[src/rtl/uart_rx_pkg.sv]
// Shared definitions for the UART receive path: widths, legal oversampling ratios,
// frame length and the 2-of-3 majority vote used on mid-bit samples.
package uart_rx_pkg;

    localparam int PRESCALE_W = 6;
    localparam int EDGE_W     = 5;
    localparam int BIT_W      = 4;
    localparam int MAX_BITS   = 11;

    localparam logic [PRESCALE_W-1:0] PRESCALE_8  = 6'd8;
    localparam logic [PRESCALE_W-1:0] PRESCALE_16 = 6'd16;
    localparam logic [PRESCALE_W-1:0] PRESCALE_32 = 6'd32;

    function automatic logic majority3(input logic a, input logic b, input logic c);
        return (a & b) | (a & c) | (b & c);
    endfunction

endpackage

[src/rtl/uart_rx_timing_counter.sv]
// Edge-within-bit counter and completed-bit counter for the UART receiver.
// The wrap point is clamped to the edge counter range so odd Prescale values cannot lock it up.
module edge_bit_counter #(
    parameter int PRESCALE_W = 6,
    parameter int EDGE_W     = 5,
    parameter int BIT_W      = 4,
    parameter int MAX_BITS   = 11
) (
    input  logic                  clk,
    input  logic                  rst_n,
    input  logic [PRESCALE_W-1:0] prescale,
    input  logic                  enable,
    output logic [EDGE_W-1:0]     edge_cnt,
    output logic [BIT_W-1:0]      bit_cnt
);
    import uart_rx_pkg::*;

    localparam logic [PRESCALE_W-1:0] EDGE_MAX_P = PRESCALE_W'((2 ** EDGE_W) - 1);
    localparam logic [EDGE_W-1:0]     EDGE_MAX_E = {EDGE_W{1'b1}};
    localparam logic [BIT_W-1:0]      BIT_SAT    = BIT_W'(MAX_BITS);

    logic [PRESCALE_W-1:0] pm1_s;
    logic [EDGE_W-1:0]     wrap_pt_s;
    logic [EDGE_W-1:0]     edge_cnt_d, edge_cnt_q;
    logic [BIT_W-1:0]      bit_cnt_d, bit_cnt_q;

    // Next-state for both counters; a dropped enable clears them and beats a coincident wrap.
    always_comb begin
        pm1_s      = prescale - PRESCALE_W'(1);
        wrap_pt_s  = EDGE_MAX_E;
        edge_cnt_d = edge_cnt_q;
        bit_cnt_d  = bit_cnt_q;
        if ((prescale == {PRESCALE_W{1'b0}}) || (pm1_s > EDGE_MAX_P)) begin
            wrap_pt_s = EDGE_MAX_E;
        end else begin
            wrap_pt_s = pm1_s[EDGE_W-1:0];
        end
        if (!enable) begin
            edge_cnt_d = {EDGE_W{1'b0}};
            bit_cnt_d  = {BIT_W{1'b0}};
        end else if (edge_cnt_q == wrap_pt_s) begin
            edge_cnt_d = {EDGE_W{1'b0}};
            if (bit_cnt_q < BIT_SAT) begin
                bit_cnt_d = bit_cnt_q + BIT_W'(1);
            end else begin
                bit_cnt_d = BIT_SAT;
            end
        end else begin
            edge_cnt_d = edge_cnt_q + EDGE_W'(1);
            bit_cnt_d  = bit_cnt_q;
        end
    end

    // Counter state registers.
    always_ff @(posedge clk or negedge rst_n) begin
        if (!rst_n) begin
            edge_cnt_q <= {EDGE_W{1'b0}};
            bit_cnt_q  <= {BIT_W{1'b0}};
        end else begin
            edge_cnt_q <= edge_cnt_d;
            bit_cnt_q  <= bit_cnt_d;
        end
    end

    assign edge_cnt = edge_cnt_q;
    assign bit_cnt  = bit_cnt_q;

endmodule

[src/rtl/uart_rx_timing_sampler.sv]
// Mid-bit sampler: captures RX at half-2 and half-1, votes with RX at half,
// and flags the fresh result for one cycle.
module data_sampler #(
    parameter int PRESCALE_W = 6,
    parameter int EDGE_W     = 5
) (
    input  logic                  clk,
    input  logic                  rst_n,
    input  logic [PRESCALE_W-1:0] half,
    input  logic                  samp_ok,
    input  logic [EDGE_W-1:0]     edge_cnt,
    input  logic                  rx_in,
    input  logic                  dat_samp_en,
    output logic                  sampled_bit,
    output logic                  samp_vld
);
    import uart_rx_pkg::*;

    logic [PRESCALE_W-1:0] edge_ext_s;
    logic s0_d, s0_q;
    logic s1_d, s1_q;
    logic sampled_bit_d, sampled_bit_q;
    logic samp_vld_d, samp_vld_q;

    // Sample capture and vote; everything holds while sampling is disabled.
    always_comb begin
        edge_ext_s    = PRESCALE_W'(edge_cnt);
        s0_d          = s0_q;
        s1_d          = s1_q;
        sampled_bit_d = sampled_bit_q;
        samp_vld_d    = 1'b0;
        if (dat_samp_en && samp_ok) begin
            if (edge_ext_s == (half - PRESCALE_W'(2))) begin
                s0_d = rx_in;
            end else if (edge_ext_s == (half - PRESCALE_W'(1))) begin
                s1_d = rx_in;
            end else if (edge_ext_s == half) begin
                sampled_bit_d = majority3(s0_q, s1_q, rx_in);
                samp_vld_d    = 1'b1;
            end else begin
                samp_vld_d = 1'b0;
            end
        end else begin
            samp_vld_d = 1'b0;
        end
    end

    // Sampler registers; reset to the idle-line level.
    always_ff @(posedge clk or negedge rst_n) begin
        if (!rst_n) begin
            s0_q          <= 1'b1;
            s1_q          <= 1'b1;
            sampled_bit_q <= 1'b1;
            samp_vld_q    <= 1'b0;
        end else begin
            s0_q          <= s0_d;
            s1_q          <= s1_d;
            sampled_bit_q <= sampled_bit_d;
            samp_vld_q    <= samp_vld_d;
        end
    end

    assign sampled_bit = sampled_bit_q;
    assign samp_vld    = samp_vld_q;

endmodule

[src/rtl/uart_rx_timing.sv]
// UART RX oversampling front-end: edge/bit counters plus 3-sample majority sampler.
// Half the prescale is computed once here and shared with the sampler.
module uart_rx_timing #(
    parameter int PRESCALE_W = uart_rx_pkg::PRESCALE_W,
    parameter int EDGE_W     = uart_rx_pkg::EDGE_W,
    parameter int BIT_W      = uart_rx_pkg::BIT_W,
    parameter int MAX_BITS   = uart_rx_pkg::MAX_BITS
) (
    input  logic                  clk,
    input  logic                  rst_n,
    input  logic                  RX_IN,
    input  logic [PRESCALE_W-1:0] Prescale,
    input  logic                  enable,
    input  logic                  dat_samp_en,
    output logic [EDGE_W-1:0]     edge_cnt,
    output logic [BIT_W-1:0]      bit_cnt,
    output logic                  sampled_bit,
    output logic                  samp_vld
);
    import uart_rx_pkg::*;

    logic [PRESCALE_W-1:0] half_s;
    logic                  samp_ok_s;

    // Ratios below 4 leave no room for three samples, so they never sample.
    assign half_s    = Prescale >> 1;
    assign samp_ok_s = (Prescale >= PRESCALE_W'(4));

    edge_bit_counter #(
        .PRESCALE_W (PRESCALE_W),
        .EDGE_W     (EDGE_W),
        .BIT_W      (BIT_W),
        .MAX_BITS   (MAX_BITS)
    ) u_counter (
        .clk      (clk),
        .rst_n    (rst_n),
        .prescale (Prescale),
        .enable   (enable),
        .edge_cnt (edge_cnt),
        .bit_cnt  (bit_cnt)
    );

    data_sampler #(
        .PRESCALE_W (PRESCALE_W),
        .EDGE_W     (EDGE_W)
    ) u_sampler (
        .clk         (clk),
        .rst_n       (rst_n),
        .half        (half_s),
        .samp_ok     (samp_ok_s),
        .edge_cnt    (edge_cnt),
        .rx_in       (RX_IN),
        .dat_samp_en (dat_samp_en),
        .sampled_bit (sampled_bit),
        .samp_vld    (samp_vld)
    );

endmodule

[config.mk]
export PLATFORM = sky130hd
export DESIGN_NAME = uart_rx_timing
export DESIGN_NICKNAME = d
export VERILOG_FILES = /design/src/rtl/uart_rx_pkg.sv /design/src/rtl/uart_rx_timing_counter.sv /design/src/rtl/uart_rx_timing_sampler.sv /design/src/rtl/uart_rx_timing.sv
export SDC_FILE = /design/constraint.sdc
export NUM_CORES = 1
export LEC_CHECK = 0
export BUFFER_PORTS_ARGS = -buffer_cell sky130_fd_sc_hd__buf_2
export CAP_MARGIN = 0
export CORE_MARGIN = 8
export CORE_UTILIZATION = 57
export CTS_BUF_LIST = sky130_fd_sc_hd__clkbuf_4 sky130_fd_sc_hd__clkbuf_8
export DETAILED_ROUTE_END_ITERATION = 12
export PLACE_DENSITY = 0.8
export SYNTH_ARGS = -nofsm -noshare
export SYNTH_HDL_FRONTEND = slang
export SYNTH_HIERARCHICAL = 1
export SYNTH_SLANG_ARGS = --single-unit
[constraint.sdc]
create_clock -name clk -period 2.25 [get_ports clk]
set_input_delay 0 -clock clk [delete_from_list [all_inputs] [get_ports clk]]
set_output_delay 0 -clock clk [all_outputs]
set_load 0.005 [all_outputs]
==> flow_summary.toml <==
[run_status]
status = "completed"

[worst_setup_path]
reg2reg_slack_ps = 210
worstPathRequired_ps = 2460
crit_fanout = 9
cp-startpoint = "u_counter/edge_cnt[1]"
cp-start-kind = "flop"
worst-endpoint-arrival_ps = 2250
worstSetupPathType = "flop to flop"
crit_path_end_kind = "flop"
r2r-start = "u_counter/edge_cnt[1]"

[sta]
tightest_slew_ps = 497.5
setup_viol = 0
report.final.slew_viol_count = 0
period_needed_ps = 2043
clock_skew_ps = 11.42
slew_headroom = 0.6637
layout_setup_ws_ps = 207.1
final-hold-violation-count = 0
rsz0062_at_grt = "no"
setup-tns-final_ps = 0
fmax_ghz = 0.4895
period_share = 0.9080

[synth]
synthAdderAreaFrac = 0.08100
yosysSeqAreaShare = 0.2731
synth-edff-count = 0
synth-simple-area-share = 0.2368
synth-main-ff-cell = "dfrtp_1"
synth_cell_types = 48
synthCells = 137
synth.area.mux_share = 0.03634
synth_area_per_cell_um2 = 8.795
synth_xor_area_frac = 0.1308
yosysWarningCount = 6
syn_area_mm2 = 0.001205
synth_top_family_by_area = "simple AND/OR/NAND/NOR gates"
ys_seq_elements = 13
synth_compound_area_frac = 0.1828
async_flop_share = 1.000

[finish]
mostFrequentLayoutCells = "buf_2 (21), xnor2_1 (15), inv_1 (11)"
design_area_mm2 = 0.001416
fillers = 154
syn2layout_area_growth_pct = 17.55
final_common_cell = "buf_2"
nNetsFinal = 186
seq_area_um2 = 329.1
multiInputGateArea_um2 = 815.8
antenna-diode-count = 0
layout.cells.non_filler = 194
drive_gt1_frac = 0.2275

[placement]
portBuffers = 21
dp_cells = 188
post_dp_cell_area_mm2 = 0.001366
gp_congestion = 0.9188
hpwl_mm = 2.223
pre_cts_ws_ps = 2.571

[cts]
clockBufferDepth = 2
ctsResizeCount = 0
clockRootBuffer = "clkbuf_4"
path_clk_slew_ps = 80
clock-sinks = 13
numCtsBuffers = 3
clkLatencyLatePin_ps = 290
h-tree-depth = 1
cts_tree = "yes"

[drt]
ant_nets = 0
drc = 0
viasPerCell = 5.933
first_pass_iters = 4
drt-initial-drc-count = 73
wire_per_inst_um = 14.77
via_count = 1151
routed_wirelength_mm = 2.866

[worst_hold_path]
min_path_type = "primary input to flop"
min_from = "enable"

[floorplan]
core-area_mm2 = 0.001982
die_h_um = 61.98
die_area_mm2 = 0.003841
ioPinCount = 22
fp.dieW_um = 61.98
start_util = 0.6080
rows = 16

[grt]
grtUsageTotal = 0.1693
grt_first_pass_wirelength_mm = 4.905
grt_max_degree = 15
grt_overflow = 0
grt_pass1_vias = 1049
antenna_found_initial = 0

[run]
drv_cap = 0

[power_and_ir_drop]
power.density_mw_per_mm2 = 419.5
leakagePower_uw = 0.0006643
peakVddDrop_mv = 0.4143
report_power, final:
part           switching [uW]  leakage [uW]  internal (uW)  total, uW
clock network            77.8     0.0000184           81.0        159
registers                12.0      0.000168            252        264
logic                    93.5      0.000478           77.3        171
total                     183      0.000664            411        594
cells in the mapped netlist (3+ instances only):
master | number | area share
xnor2_1 | 15 | 0.11
inv_1 | 11 | 0.034
dfrtp_1 | 10 | 0.21
nand2_1 | 8 | 0.025
and3_1 | 7 | 0.036
ha_1 | 7 | 0.073
nor2_1 | 6 | 0.019
o21ai_0 | 6 | 0.025
nand3_1 | 5 | 0.021
o211ai_1 | 4 | 0.025
dfstp_2 | 3 | 0.065
mux2_1 | 3 | 0.028
nor3_1 | 3 | 0.012
o22ai_1 | 3 | 0.016
or4_1 | 3 | 0.019
xor2_1 | 3 | 0.022
worst max-delay path: stages (launching register included):
cell	delay (ps)
dfrtp_1	470
nor4b_1	340
and3_1	190
or4_1	120
o21ai_1	80
or3_1	470
a221oi_2	300
routing by layer:
layer	vias to the layer above	wire length [um]	global-route usage
li1	566	-	-
met1	549	1215	0.2053
met2	31	1455	0.2788
met3	5	161	0.04938
met4	0	34	0.05519
met5	-	0	0
stage by stage:
| step | utilization | power (uW) | hold WS, ps |
|---|---|---|---|
| after floorplan | - | 372.5 | -295.6 |
| after global placement | 0.6894 | 427.2 | -110.1 |
| after detailed placement | 0.6894 | 435.1 | -99.95 |
| after CTS | 0.7146 | 600.2 | 23.81 |
| after global routing | 0.7146 | 633.9 | 56.57 |
| final | 0.7146 | 594.1 | 32.88 |
sequential cells by signal (all words and copies together) (netlist names):
register,cells
u_counter/bit_cnt,4
u_counter/edge_cnt,5
u_sampler/s0_q,1
u_sampler/s1_q,1
u_sampler/samp_vld,1
u_sampler/sampled_bit,1
path summary, 6_finish.rpt:
check	end	depth (start not counted)
max in group asynchronous	u_sampler/s0_q	2
min in group asynchronous	u_counter/bit_cnt[2]	2
worst max register to register	u_counter/bit_cnt[0]	6
worst min-delay path	u_counter/bit_cnt[3]	3
worst min register to register	u_counter/bit_cnt[3]	2
worst max-delay path	u_counter/bit_cnt[0]	6
area by class of cell:
type / instances / share of cell area
clock buffers: 4 / 0.02120
flip-flops and latches: 13 / 0.2323
inverters: 12 / 0.03180
repair buffers: 28 / 0.1148
well taps: 27 / 0.02385
multi-input cells: 110 / 0.5760
cells by family after synthesis:
family                   after synthesis
AO/OA/AOI/OAI                         29
XOR/XNOR                              18
adder cells (fa/ha/maj)                8
buffers and inverters                 16
flip-flops                            13
multiplexers                           4
other                                  1
AND/OR/NAND/NOR                       48
what timing repair did:
item | 4_1_cts | 5_1_grt
hold buffers | 2 | 0
endpoints found under the hold margin | 15 | 0
setup buffers | 0 | 0
(Power assumes the default switching activity.)
